===== config.mk =====
export PLATFORM = sky130hd
export DESIGN_NAME = operand_entry_s
export DESIGN_NICKNAME = d
export VERILOG_FILES = /design/src/rtl/operand_entry_s.sv
export SDC_FILE = /design/constraint.sdc
export NUM_CORES = 1
export LEC_CHECK = 0
export ABC_AREA = 1
export CAP_MARGIN = 20
export CORE_UTILIZATION = 43
export CTS_BUF_LIST = sky130_fd_sc_hd__clkbuf_8
export DETAILED_ROUTE_END_ITERATION = 12
export HOLD_SLACK_MARGIN = 0.15
export PLACE_DENSITY_LB_ADDON = 0.25
export SYNTH_ARGS = -nofsm -noshare
export SYNTH_HDL_FRONTEND = slang
export SYNTH_SLANG_ARGS = --single-unit
export TNS_END_PERCENT = 20

===== constraint.sdc =====
create_clock -name iCLK_50 -period 1.6 [get_ports iCLK_50]
set_clock_uncertainty 0.1 [all_clocks]
set_input_delay 0.4 -clock iCLK_50 [delete_from_list [all_inputs] [get_ports iCLK_50]]
set_output_delay 0.4 -clock iCLK_50 [all_outputs]
set_load 0.1 [all_outputs]

===== src/rtl/operand_entry_s.sv =====
// Operand entry front end: synchronizes and debounces the ENTER/CLEAR keys,
// turns debounced presses into one-cycle events and runs a small FSM that
// captures operand A then operand B from the slide switches.
module operand_entry_s #(
  parameter int WIDTH           = 4,
  parameter int DEBOUNCE_CYCLES = 500000
) (
  input  logic             iCLK_50,
  input  logic             iRST,
  input  logic [3:0]       iKEY,
  input  logic [WIDTH-1:0] iSW,
  output logic [WIDTH-1:0] oA,
  output logic [WIDTH-1:0] oB,
  output logic             oVALID,
  output logic [1:0]       oSTATE
);

  localparam int CW = $clog2(DEBOUNCE_CYCLES + 1);
  // The counter saturates one short of D because the edge that would make it
  // reach D is the same edge that commits the new level and clears it.
  localparam logic [CW-1:0] CNT_LAST = CW'(DEBOUNCE_CYCLES - 1);

  typedef enum logic [1:0] {
    WAIT_A = 2'd0,
    WAIT_B = 2'd1,
    DONE   = 2'd2,
    BAD    = 2'd3
  } state_t;

  // Only ENTER (KEY0) and CLEAR (KEY1) are used; KEY2/KEY3 are ignored.
  logic [1:0] press_evt;
  logic       unused_keys;
  assign unused_keys = ^iKEY[3:2];

  genvar gi;
  generate
    for (gi = 0; gi < 2; gi++) begin : g_key
      logic          sync1_q, sync1_d;
      logic          sync2_q, sync2_d;
      logic          deb_q, deb_d;
      logic          deb_prev_q, deb_prev_d;
      logic          evt_q, evt_d;
      logic [CW-1:0] cnt_q, cnt_d;

      // Synchronizer shift, debounce counter and falling-edge event logic.
      always_comb begin
        sync1_d    = iKEY[gi];
        sync2_d    = sync1_q;
        deb_d      = deb_q;
        cnt_d      = '0;
        deb_prev_d = deb_q;
        evt_d      = deb_prev_q & ~deb_q;
        if (sync2_q != deb_q) begin
          if (cnt_q == CNT_LAST) begin
            deb_d = sync2_q;
            cnt_d = '0;
          end else begin
            cnt_d = cnt_q + 1'b1;
          end
        end
      end

      // Per-key state registers; keys come out of reset as released.
      always_ff @(posedge iCLK_50) begin
        if (iRST) begin
          sync1_q    <= 1'b1;
          sync2_q    <= 1'b1;
          deb_q      <= 1'b1;
          deb_prev_q <= 1'b1;
          evt_q      <= 1'b0;
          cnt_q      <= '0;
        end else begin
          sync1_q    <= sync1_d;
          sync2_q    <= sync2_d;
          deb_q      <= deb_d;
          deb_prev_q <= deb_prev_d;
          evt_q      <= evt_d;
          cnt_q      <= cnt_d;
        end
      end

      assign press_evt[gi] = evt_q;
    end
  endgenerate

  logic             enter_evt, clear_evt;
  state_t           state_q, state_d;
  logic [WIDTH-1:0] a_q, a_d;
  logic [WIDTH-1:0] b_q, b_d;
  logic             valid_q, valid_d;

  assign enter_evt = press_evt[0];
  assign clear_evt = press_evt[1];

  // Entry FSM next state: CLEAR has priority over ENTER in every state.
  always_comb begin
    state_d = state_q;
    a_d     = a_q;
    b_d     = b_q;
    valid_d = 1'b0;
    if (clear_evt) begin
      state_d = WAIT_A;
      a_d     = '0;
      b_d     = '0;
    end else begin
      case (state_q)
        WAIT_A: begin
          if (enter_evt) begin
            a_d     = iSW;
            state_d = WAIT_B;
          end
        end
        WAIT_B: begin
          if (enter_evt) begin
            b_d     = iSW;
            valid_d = 1'b1;
            state_d = DONE;
          end
        end
        DONE: begin
          if (enter_evt) begin
            a_d     = iSW;
            state_d = WAIT_B;
          end
        end
        default: begin
          state_d = WAIT_A;
          a_d     = '0;
          b_d     = '0;
        end
      endcase
    end
  end

  // Entry FSM and operand registers.
  always_ff @(posedge iCLK_50) begin
    if (iRST) begin
      state_q <= WAIT_A;
      a_q     <= '0;
      b_q     <= '0;
      valid_q <= 1'b0;
    end else begin
      state_q <= state_d;
      a_q     <= a_d;
      b_q     <= b_d;
      valid_q <= valid_d;
    end
  end

  assign oA     = a_q;
  assign oB     = b_q;
  assign oVALID = valid_q;
  assign oSTATE = state_q;

endmodule


==> results, run 1 <==
- The first global-routing pass estimated 8.71 mm of wire.
- Of the synthesized area, sequential elements account for 0.442.
- Entering global routing, the biggest net connects 20 pins.
- The pre-antenna-repair detailed-routing pass consisted of 4 iterations.
- The startpoint of the worst-slack reg-to-reg timing path is g_key[1].cnt_q[1].
- Setup violations remaining at the end of the flow were counted as 0.
- The critical path in this run is classified as register to register.
- The floorplan has 28 rows.
- In this run the tightest slew margin relative to its limit is 0.756.
- The combined buffer and inverter count along the critical path is 3.
- The number of antenna violations at the first check in global routing was 0.
- Global routing finished with a remaining overflow of 0.
- Averaged over all synthesized cells, the footprint is 7.20 um^2.
- The net count of the mapped netlist is 383.
- The clock root buffer is clkbuf_8.
- The number of maximum-capacitance violations is 0.
- In this run, placement finished with an instance count of 468.
- The number of buffers inserted by hold repair at cts is 0.
- Derived from the worst setup path, the maximum achievable clock frequency is 0.682 GHz.
- The endpoint arrival time on the critical path is 1.59 ns.
- The family of cells with the greatest summed delay on the critical path is simple AND/OR/NAND/NOR gates.
- After clock tree synthesis, the clock-pin slew on the worst setup and hold paths is 0.06 ns.
- The wire length per cell is 10.3 um.
- The number of diodes added for antenna fixing is 0.
- The flow ran to the end, and the final reports show no timing, DRC or antenna violations.
- The peak supply drop is 527 uV.
- The area of the mapped netlist is 2670 um^2.
- The delay of the slowest cell on the worst path is 0.36 ns.
- The number of cells on the worst reg-to-reg path is 8.
- Detailed routing inserted a total of 2279 vias.
- Along the worst hold path, the cell count comes to 1.
- The kind of start point of the critical path is a register.
- In this run the number of H-tree levels came out at 3.
- The analysis attributes to cell leakage a power of 1.13 nW.
- The number of global-route vias before repair came to 2061.
- The placer's final routability congestion estimate is 0.850.
- The number of sinks on the clock net is 59.
- The detailed-route wire length is 4.97 mm.
- Detailed placement ended at an HPWL of 3.65 mm.
- The largest buffer count on any clock path is 2.
- In this run the tool buffered the top-level ports with 18 buffer cells.
- The count of placed standard cells in the final layout, fillers left out is 483.
- The vertical die dimension is 80.8 um.
- Summing internal, switching and leakage power gives 2.66 mW.
- Dividing the detail-routed via count by the number of cells gives 4.72.
- The die area is 6530 um^2.
- The global router's overall resource usage is 0.172.
- TritonCTS built the clock tree.
- The worst endpoint required time is 1.73 ns.
- Traced cell by cell, the critical path runs through ha_2 > nand3_2 > inv_2 > nand3_2 > nand2_8 > inv_1 > nand2_1 > inv_1.
- Of all nets on the critical path, the largest fanout is 18.
- For the final routed database, the setup TNS stands at 0 ns.
- The relative area change from synthesis to final layout is 22.1%.
- The total power per unit cell area is 816 nW/um^2.
- The final count of hold timing violations is 0.
- The number of DRC violations after detailed routing is 0.
- In this run the horizontal extent of the chip is 80.8 um.
- The count of state elements after synthesis is 59.
- The final number of max-transition violations is 0.
- The post-route antenna net violation count is 0.
- In the finished design, the share of the clock period the worst path needs comes to 0.916.
- The number of stages on the worst setup path is 8.
- At the pin with the least slew margin, the transition time is 0.364 ns.
- The number of nets in the finished design is 416.
- The total CTS buffers is 9.
- The count of boundary I/O pins is 21.
- The detailed router finished its first iteration with 107 violations.
- The clock period could shrink to 1.47 ns.
- After synthesis, the netlist uses 26 different library cells.
- The critical path endpoint category is a register.
- The clock latency reported for the late side of the worst-skew pair is 0.33 ns.
- Setup repair after global routing left no endpoint under its margin.
- The slowest stage of the critical path is the dfxtp_1 cell.
- The min-delay analysis places its worst path in the category register to register.
- The worst setup path startpoint is g_key[1].cnt_q[1].
- The starting density of the core is 0.448.
- The worst hold path begins at g_key[1].sync1_q.
- Synthesis produced a netlist whose cell count is 371.
- The core area is 5960 um^2.
- The number of warning messages in the yosys log is 0.
- The fraction of layout cells with a size suffix above 1 is 0.154.
==> synthesized netlist by cell type <==
cell type / instances / share of area
or2_2: 8 / 0.019
nor2_2: 5 / 0.012
o21bai_1: 1 / 0.0028
nand2_2: 2 / 0.0047
xnor2_1: 8 / 0.026
ha_1: 2 / 0.0094
clkbuf_1: 1 / 0.0014
o21ai_1: 2 / 0.0037
nand2_4: 2 / 0.0084
inv_1: 40 / 0.056
o21ai_0: 11 / 0.021
nor3_1: 1 / 0.0019
nor2_4: 2 / 0.0084
or2_0: 2 / 0.0047
nand2_1: 81 / 0.11
nor2_1: 78 / 0.11
a21oi_2: 1 / 0.0033
a21oi_1: 11 / 0.021
nand3_1: 25 / 0.047
inv_2: 4 / 0.0056
dfxtp_1: 59 / 0.44
buf_6: 1 / 0.0042
buf_8: 1 / 0.0056
nand3_2: 4 / 0.015
nand4_1: 9 / 0.021
xor2_1: 10 / 0.033
==> per-layer routing <==
| layer | vias up | track usage | wire (um) |
|---|---|---|---|
| li1 | 1225 | - | - |
| met1 | 1010 | 0.213 | 2500 |
| met2 | 35 | 0.280 | 2230 |
| met3 | 9 | 0.0416 | 164 |
| met4 | 0 | 0.0804 | 79 |
| met5 | - | 0 | 0 |
==> worst register-to-register path, stage by stage (launching register included) <==
cell	delay, ns
dfxtp_1	0.36
ha_2	0.20
nand3_2	0.12
inv_2	0.12
nand3_2	0.14
nand2_8	0.17
inv_1	0.08
nand2_1	0.05
inv_1	0.03
==> state kept, by name, summed over array words and instances (netlist names) <==
signal / cells
g_key.sync2_q: 2
g_key.cnt_q: 38
oVALID: 1
oSTATE: 2
oB: 4
g_key.deb_prev_d: 2
g_key.sync1_q: 2
oA: 4
enter_evt: 1
clear_evt: 1
g_key.deb_prev_q: 2
==> repair_timing <==
action | in CTS | in global routing
buffers inserted | 0 | 0
setup endpoints to repair | 0 | 3
gates resized for setup | 0 | 5
==> layout make-up <==
cell class / instances / area (um^2)
Fill cell: 593 / 2700
Tap cell: 75 / 93.8
Inverter: 44 / 165
Clock buffer: 10 / 138
Multi-Input combinational cell: 265 / 1310
Clock inverter: 5 / 22.5
Sequential cell: 59 / 1180
Timing Repair Buffer: 25 / 343
==> power breakdown <==
group	internal [mW]	switching [mW]	total (mW)
sequential	1.47	0.00266	1.48
clock	0.575	0.550	1.13
combinational	0.0290	0.0271	0.0561
total	2.08	0.580	2.66
==> final timing paths <==
check,slack (ns),end
worst max-delay path,0.13,g_key[1].cnt_q[16]
worst min-delay path,0.31,g_key[1].sync2_q
worst max register to register,0.13,g_key[1].cnt_q[16]
worst min register to register,0.31,g_key[1].sync2_q
==> layout by cell type, fill, tap and decap left out <==
cell | synthesis | layout
nand2_1 | 81 | 81
nor2_1 | 78 | 78
dfxtp_1 | 59 | 57
inv_1 | 40 | 41
nand3_1 | 25 | 25
a21oi_1 | 11 | 11
buf_12 | 0 | 11
xor2_1 | 10 | 10
o21ai_0 | 11 | 10
clkbuf_8 | 0 | 10
nand4_1 | 9 | 9
xnor2_1 | 8 | 8
or2_2 | 8 | 8
clkdlybuf4s50_1 | 0 | 7
buf_4 | 0 | 7
inv_2 | 4 | 5
nor2_2 | 5 | 5
nand3_2 | 4 | 4
o21ai_1 | 2 | 3
clkinv_2 | 0 | 3
nand2_8 | 0 | 2
nand2_2 | 2 | 2
or2_0 | 2 | 2
nor2_4 | 2 | 2
dfxtp_2 | 0 | 2
nor3_1 | 1 | 1
o21bai_1 | 1 | 1
a21oi_2 | 1 | 1
ha_2 | 0 | 1
ha_1 | 2 | 1
==> per-stage QoR <==
stage          area, um^2  setup WS [ns]  hold slack [ns]  utilization
2_1_floorplan        2670          0.165            0.289            -
3_3_place_gp         3080         -0.101            0.293        0.517
3_5_place_dp         3080         -0.115            0.298        0.517
4_1_cts              3240         0.0528            0.313        0.544
5_1_grt              3260        0.00745            0.318        0.547
6_report             3260          0.134            0.305        0.547
==> cells by family after synthesis <==
| kind of cell | share of synthesized area |
|---|---|
| simple gates | 0.365 |
| compound gates | 0.0511 |
| flops | 0.442 |
| xor+xnor | 0.0590 |
| buf+inv | 0.0731 |
| fa+ha+maj | 0.00937 |
No activity file was read; power rests on OpenSTA's default activity.
==> run 2, diff against run 1 <==
PLACE_DENSITY_LB_ADDON = 0.2   (was 0.25)
==> run 2 against run 1 <==
Against the previous run:
- critical endpoint is now g_key[0].cnt_q[16]
- maximum frequency shrank 0.61%
- register-to-register slack is essentially flat
- setup slack lost 0.0090 ns
- clock power is essentially flat
- count of clock-buffer cells in the layout is the same
- largest power group unchanged
- sequential power is essentially flat
- sequential share of layout area shrank 0.52 points
==> results, run 2 (synthesis results as in run 1) <==
- STA classifies the critical path startpoint as a register.
- Of all nets on the critical path, the largest fanout is 19.
- The post-placement worst setup slack is -0.126 ns.
- The number of diodes added for antenna fixing is 0.
- The horizontal die dimension is 80.8 um.
- The time the final worst path needs with I/O delays and setup is 1.47 ns.
- In the layout the commonest cells are nand2_1, nor2_1, dfxtp_1, inv_1, nand3_1.
- Counting instances, the worst hold path has a depth of 1.
- The portion of total power attributed to sequential cells is 0.555.
- The analysis attributes to cell leakage a power of 1.16 nW.
- The total CTS buffers is 9.
- The global router's overall resource usage is 0.177.
- Setup violations remaining at the end of the flow were counted as 0.
- After routing the design area is 3310 um^2.
- The clock share of power is 0.422.
- The share of total power dissipated in combinational logic is 0.023.
- The number of stages on the worst setup path is 9.
- The setup check on the worst reg-to-reg path leaves a slack of 0.13 ns.
- The worst register-to-register path begins at g_key[0].cnt_q[8].
- The worst hold-check path type is register to register.
- The final number of max-transition violations is 0.
- The total vias in the final route is 2298.
- In the final layout, the multi-input gates occupy 1310 um^2.
- TritonCTS built the clock tree.
- Static timing analysis puts the maximum clock frequency at 0.678 GHz.
- The die covers 6530 um^2.
- Entering global routing, the biggest net connects 20 pins.
- The completed layout was analyzed and its total power is 2.66 mW.
- The number of nets in the finished design is 421.
- The endpoint arrival time on the critical path is 1.62 ns.
- Setup slack on the critical path of the routed design comes to 0.125 ns.
- The number of antenna violations at the first check in global routing is 0.
- The worst setup path category is register to register.
- The post-route setup TNS is 0 ns.
- The tree is rooted in a clkbuf_8.
- The relative area change from synthesis to final layout is 23.9%.
- The post-route antenna net violation count is 0.
- The count of boundary I/O pins is 21.
- On the critical path, the stage with the largest delay is an instance of dfxtp_1.
- In this run, the number of DRC markers left after iteration 0 of detailed routing was 90.
- The signal on the critical path passes through inv_1 > nor2_1 > nand2_1 > nor2_1 > nand3_2 > nand2_8 > inv_1 > nand2_1 > inv_1.
- Counting cells, the worst reg-to-reg path comes to 9.
- The number of global-route vias before repair is 2047.
- The period utilization is 0.922.
- Clock-pin slew was measured on the worst setup and hold paths at 0.06 ns.
- Clock tree synthesis found a total of 59 sinks.
- The first global-routing pass estimated 8.64 mm of wire.
- The combined buffer and inverter count along the critical path is 3.
- The fraction of layout cells with a size suffix above 1 is 0.162.
- The core area is 5960 um^2.
- Counting flops per register, the top entry is g_key.cnt_q.
- STA puts the critical path data required time at 1.74 ns.
- In this run the power spent charging and discharging nets is 580 uW.
- The initialized floorplan defines 28 standard-cell rows.
- The internal power of the cells is 2.08 mW.
- The critical path endpoint category is a register.
- Once placement finished, the instance area stood at 3090 um^2.
- Dividing total power by cell area gives a power density of 805 nW/um^2.
- Setup repair after global routing left no endpoint under its margin.
- The final count of hold timing violations is 0.
- Broken down by cell family, the worst path's largest delay share belongs to simple AND/OR/NAND/NOR gates.
- The relative slew slack is 0.771.
- The endpoint identified for the worst register-to-register timing path is g_key[0].cnt_q[16].
- The number of placed instances with taps included is 469.
- The detailed-route wire length is 5.05 mm.
- The count of port buffers added during placement is 18.
- The run finished with clean final reports.
- The residual overflow from global routing is 0.
- In the routed design, unresolved DRC markers number 0.
- Routability-driven placement finished with a final weighted congestion of 0.839.
- Measured along the y axis, the die boundary spans 80.8 um.
- The register with the most flip-flops in the layout has 38 of them.
- The most common cell after layout, fill and taps aside is nand2_1.
- The peak supply drop is 527 uV.
- The count of placed standard cells in the final layout, fillers left out is 488.
- Of the total power, the share spent switching nets is 0.218.
- The most critical setup path has its endpoint at g_key[0].cnt_q[16].
- The worst-margin pin slew is 0.340 ns.
- By instance count, the cell type seen most on the critical path is inv_1.
- For this run, the slowest stage of the critical path takes 0.38 ns.
- Counting the fill cells in the layout gives 605.
- In the routed layout, each cell is associated on average with a via count of 4.71.
- The worst setup path startpoint is g_key[0].cnt_q[8].
- The number of maximum-capacitance violations is 0.
- The H-tree depth is 3.
- Summing all flip-flop and latch instances after layout gives 1180 um^2.
- Dividing the detail-routed wire length by the instance count gives 10.4 um.
- The longest clock path from root to sink contains 2 buffers.
- Once detailed placement completed, the half-perimeter wirelength came to 3.74 mm.
- The clock latency reported for the late side of the worst-skew pair is 0.34 ns.
- The initial utilization of the core area, before any placement, comes to 0.448.
- The total iterations of the first detailed-routing run is 5.
==> run 2: metal layers <==
metal  vias to the layer above  part of all wire  track usage
met5                         -                 0            0
met2                        36              0.47        0.295
met1                      1017              0.47        0.199
li1                       1235                 -            -
met4                         0             0.024        0.104
met3                        10             0.040       0.0551
==> run 2: worst min-delay path by stage <==
stage | endpoint | from
2_1_floorplan | g_key[0].sync2_q | g_key[0].sync1_q
3_3_place_gp | g_key[0].sync2_q | g_key[0].sync1_q
3_5_place_dp | g_key[1].sync2_q | g_key[1].sync1_q
4_1_cts | g_key[1].sync2_q | g_key[1].sync1_q
5_1_grt | g_key[1].sync2_q | g_key[1].sync1_q
6_report | g_key[1].sync2_q | g_key[1].sync1_q
==> run 2: repair_timing <==
action / 4_1_cts / 5_1_grt
buffers inserted: 0 / 4
endpoints found under the setup margin: 0 / 3
hold endpoints to repair: 0 / 0
gates resized for setup: 0 / 4
hold buffers: 0 / 0
==> run 2: stage by stage <==
stage	hold slack (ns)	util
after global routing	0.319	0.555
after detailed placement	0.298	0.518
after floorplan	0.289	-
final	0.303	0.555
after CTS	0.303	0.545
after global placement	0.292	0.518
==> run 2: worst register-to-register path, stage by stage, from the launching register on <==
cell,delay [ns]
dfxtp_1,0.38
inv_1,0.07
nor2_1,0.09
nand2_1,0.06
nor2_1,0.19
nand3_2,0.18
nand2_8,0.17
inv_1,0.06
nand2_1,0.06
inv_1,0.03
==> run 2: power groups by stage <==
stage | Combinational [mW] | Clock, mW | Sequential (mW)
3_3_place_gp | 0.0549 | 0 | 1.51
3_5_place_dp | 0.0546 | 0 | 1.51
2_1_floorplan | 0.0262 | 0 | 1.51
5_1_grt | 0.0676 | 1.22 | 1.48
4_1_cts | 0.0550 | 1.16 | 1.48
6_report | 0.0617 | 1.12 | 1.48
==> run 2: layout make-up <==
class | count | share of cell area
flip-flops and latches | 59 | 0.358
well taps | 75 | 0.0284
clock inverters | 5 | 0.00681
clock buffers | 10 | 0.0416
multi-input cells | 265 | 0.397
repair buffers | 30 | 0.119
inverters | 44 | 0.0499
==> run 3, diff against run 2 <==
GPL_TIMING_DRIVEN = 0   (was default)
==> run 3 against run 2 <==
Against the previous run:
- routed wire length is 0.55% higher
- cell count is 0.82% lower
- count of clock-buffer cells in the layout is 2 higher
- combinational power is 11% lower
- maximum frequency is 1.7% lower
- final area is 3.9% lower
- setup slack worse by 0.025 ns
- clock power is 28% higher
- register-to-register slack worse by 0.03 ns
- largest power group unchanged
==> results, run 3 (synthesis results as in run 1) <==
- The residual overflow from global routing is 0.
- The final count of hold timing violations came to 0.
- Setup violations remaining at the end of the flow were counted as 0.
- The library cells used most frequently in the layout, excluding fill and tap cells, are nand2_1, nor2_1, dfxtp_1, inv_1, nand3_1.
- In this run the worst path has a maximum fanout of 10.
- The number of buffers inserted by hold repair at cts is 0.
- After the flow finishes, the layout carries non-filler instances totaling 484.
- Max-cap violations in this run came to 0.
- The post-route antenna net violation count is 0.
- The number of global-route vias before repair is 1983.
- The clock-pin transition on the worst setup and hold timing paths is 0.07 ns.
- The HPWL after detailed placement is 3.70 mm.
- The number of DRC violations after detailed routing is 0.
- The first TritonRoute pass finished after 4 iterations.
- The peak supply drop is 466 uV.
- Dividing the final minimum period by the clock period gives 0.938.
- Dividing total power by cell area gives a power density of 931 nW/um^2.
- Static timing analysis puts the maximum clock frequency at 0.667 GHz.
- The wire length per cell is 10.5 um.
- The flow ran to the end, and the final reports show no timing, DRC or antenna violations.
- The largest buffer count on any clock path is 2.
- The portion of total power attributed to sequential cells is 0.499.
- The relative slew slack is 0.720.
- More flip-flops sit in one register than any other, and that register is g_key.cnt_q.
- At the end of routability-driven placement, the weighted congestion stood at 0.902.
- The storage element area is 1190 um^2.
- For the worst-skew pair, the clock arrives at the later sink with an insertion delay of 0.34 ns.
- The detailed router placed 2259 vias in this run.
- The clock drives 59 sinks.
- The worst setup path category is register to register.
- The floorplan step set the die height to 80.8 um.
- The internal power of the cells is 2.34 mW.
- Using the TritonRoute via totals, the vias-per-cell ratio works out to 4.67.
- After detailed placement, the design holds a cell count of 463.
- The tree is rooted in a clkbuf_8.
- STA classifies the critical path startpoint as a register.
- The power consumption is 2.96 mW.
- The tightest min-delay check is of the register to register type.
- The initial DRC count is 89.
- STA classifies the critical path endpoint as a register.
- The count of port buffers added during placement is 17.
- The core area is 5960 um^2.
- For this design the total switching power over the nets is 617 uW.
- The switching fraction of total power is 0.208.
- The number of clock buffers added by TritonCTS is 9.
- At the pin with the least slew margin, the transition time is 0.420 ns.
- Summed over all failing endpoints, the final setup total negative slack is 0 ns.
- The first-pass GRT wire length is 8.56 mm.
- The die covers 6530 um^2.
- The worst endpoint required time is 1.73 ns.
- The count of boundary I/O pins is 21.
- Data on the critical path arrives at its endpoint at 1.63 ns.
- Leaving out fill and tap cells, the most frequent cell in the layout is nand2_1.
- Of the cells placed in the final design, the portion with a size suffix greater than 1 is 0.171.
- After the last flow step, the layout net total stands at 416.
- The register with the most flip-flops in the layout has 38 of them.
- The H-tree was split into 3 levels.
- Measured along the x axis, the die boundary spans 80.8 um.
- The leakage power is 1.10 nW.
- The number of antenna violations at the first check in global routing is 0.
- The share of total power dissipated in the clock network is 0.482.
- The filler cells instantiated in the layout total 577.
- The area of the multi-input gates is 1310 um^2.
- The relative area change from synthesis to final layout is 19.1%.
- The largest net degree at the start of global routing is 11.
- Of the total power, combinational logic draws 0.018.
- The final number of max-transition violations is 0.
- Setup repair after global routing left no endpoint under its margin.
- The starting density of the core is 0.448.
- The clock tree from TritonCTS is done.
- The worst hold slack after final layout is 0.306 ns.
- The floorplan has 28 rows.
- 0 antenna diodes ended up in the layout.
- The detailed-route wire length is 5.08 mm.
- Subtracting the final worst setup slack from the clock period gives 1.50 ns.
- The global router's overall resource usage is 0.174.
[run 3: power groups by stage]
stage / Clock (mW) / Sequential (mW) / Combinational, mW
floorplan: 0 / 1.51 / 0.0262
global placement: 0 / 1.51 / 0.0512
detailed placement: 0 / 1.51 / 0.0509
CTS: 1.47 / 1.48 / 0.0513
global route: 1.54 / 1.48 / 0.0603
finish: 1.43 / 1.48 / 0.0547
[run 3: routing by layer]
metal	up-vias	GRT usage	wire, um
met5	-	0	0
met4	0	0.113	158
met3	14	0.0483	145
met2	28	0.263	2210
met1	992	0.216	2560
li1	1225	-	-
[run 3: critical path, cell delays in order (launching register included)]
cell,delay (ns)
dfxtp_2,0.37
ha_1,0.21
nand3_2,0.13
inv_2,0.11
nand3_2,0.11
nand2_4,0.16
buf_8,0.15
nor2_1,0.05
[run 3: worst paths after layout]
kind | start | to | slack [ns] | depth (start not counted)
worst min register to register | g_key[0].sync1_q | g_key[0].sync2_q | 0.31 | 1
worst max register to register | g_key[0].cnt_q[0] | g_key[0].cnt_q[9] | 0.1 | 7
worst max-delay path | g_key[0].cnt_q[0] | g_key[0].cnt_q[9] | 0.1 | 7
worst min-delay path | g_key[0].sync1_q | g_key[0].sync2_q | 0.31 | 1
[run 3: layout make-up]
class	instances	share of cell area
Timing Repair Buffer	22	0.0567
Tap cell	75	0.0295
Multi-Input combinational cell	265	0.412
Clock inverter	4	0.0150
Inverter	44	0.0519
Sequential cell	59	0.373
Buffer	3	0.00945
Clock buffer	12	0.0519
[run 3: stage by stage]
step | worst slack, ns | utilization | cell area (um^2)
6_report | 0.0998 | 0.534 | 3180
3_5_place_dp | -0.364 | 0.493 | 2940
5_1_grt | 0.0108 | 0.534 | 3180
2_1_floorplan | 0.165 | - | 2670
3_3_place_gp | -0.358 | 0.493 | 2940
4_1_cts | 0.00647 | 0.524 | 3120
[run 3: repair_timing]
action / CTS / global route
pin swaps: 0 / 2
buffers inserted: 0 / 5
endpoints found under the setup margin: 23 / 25
gates resized for setup: 66 / 7
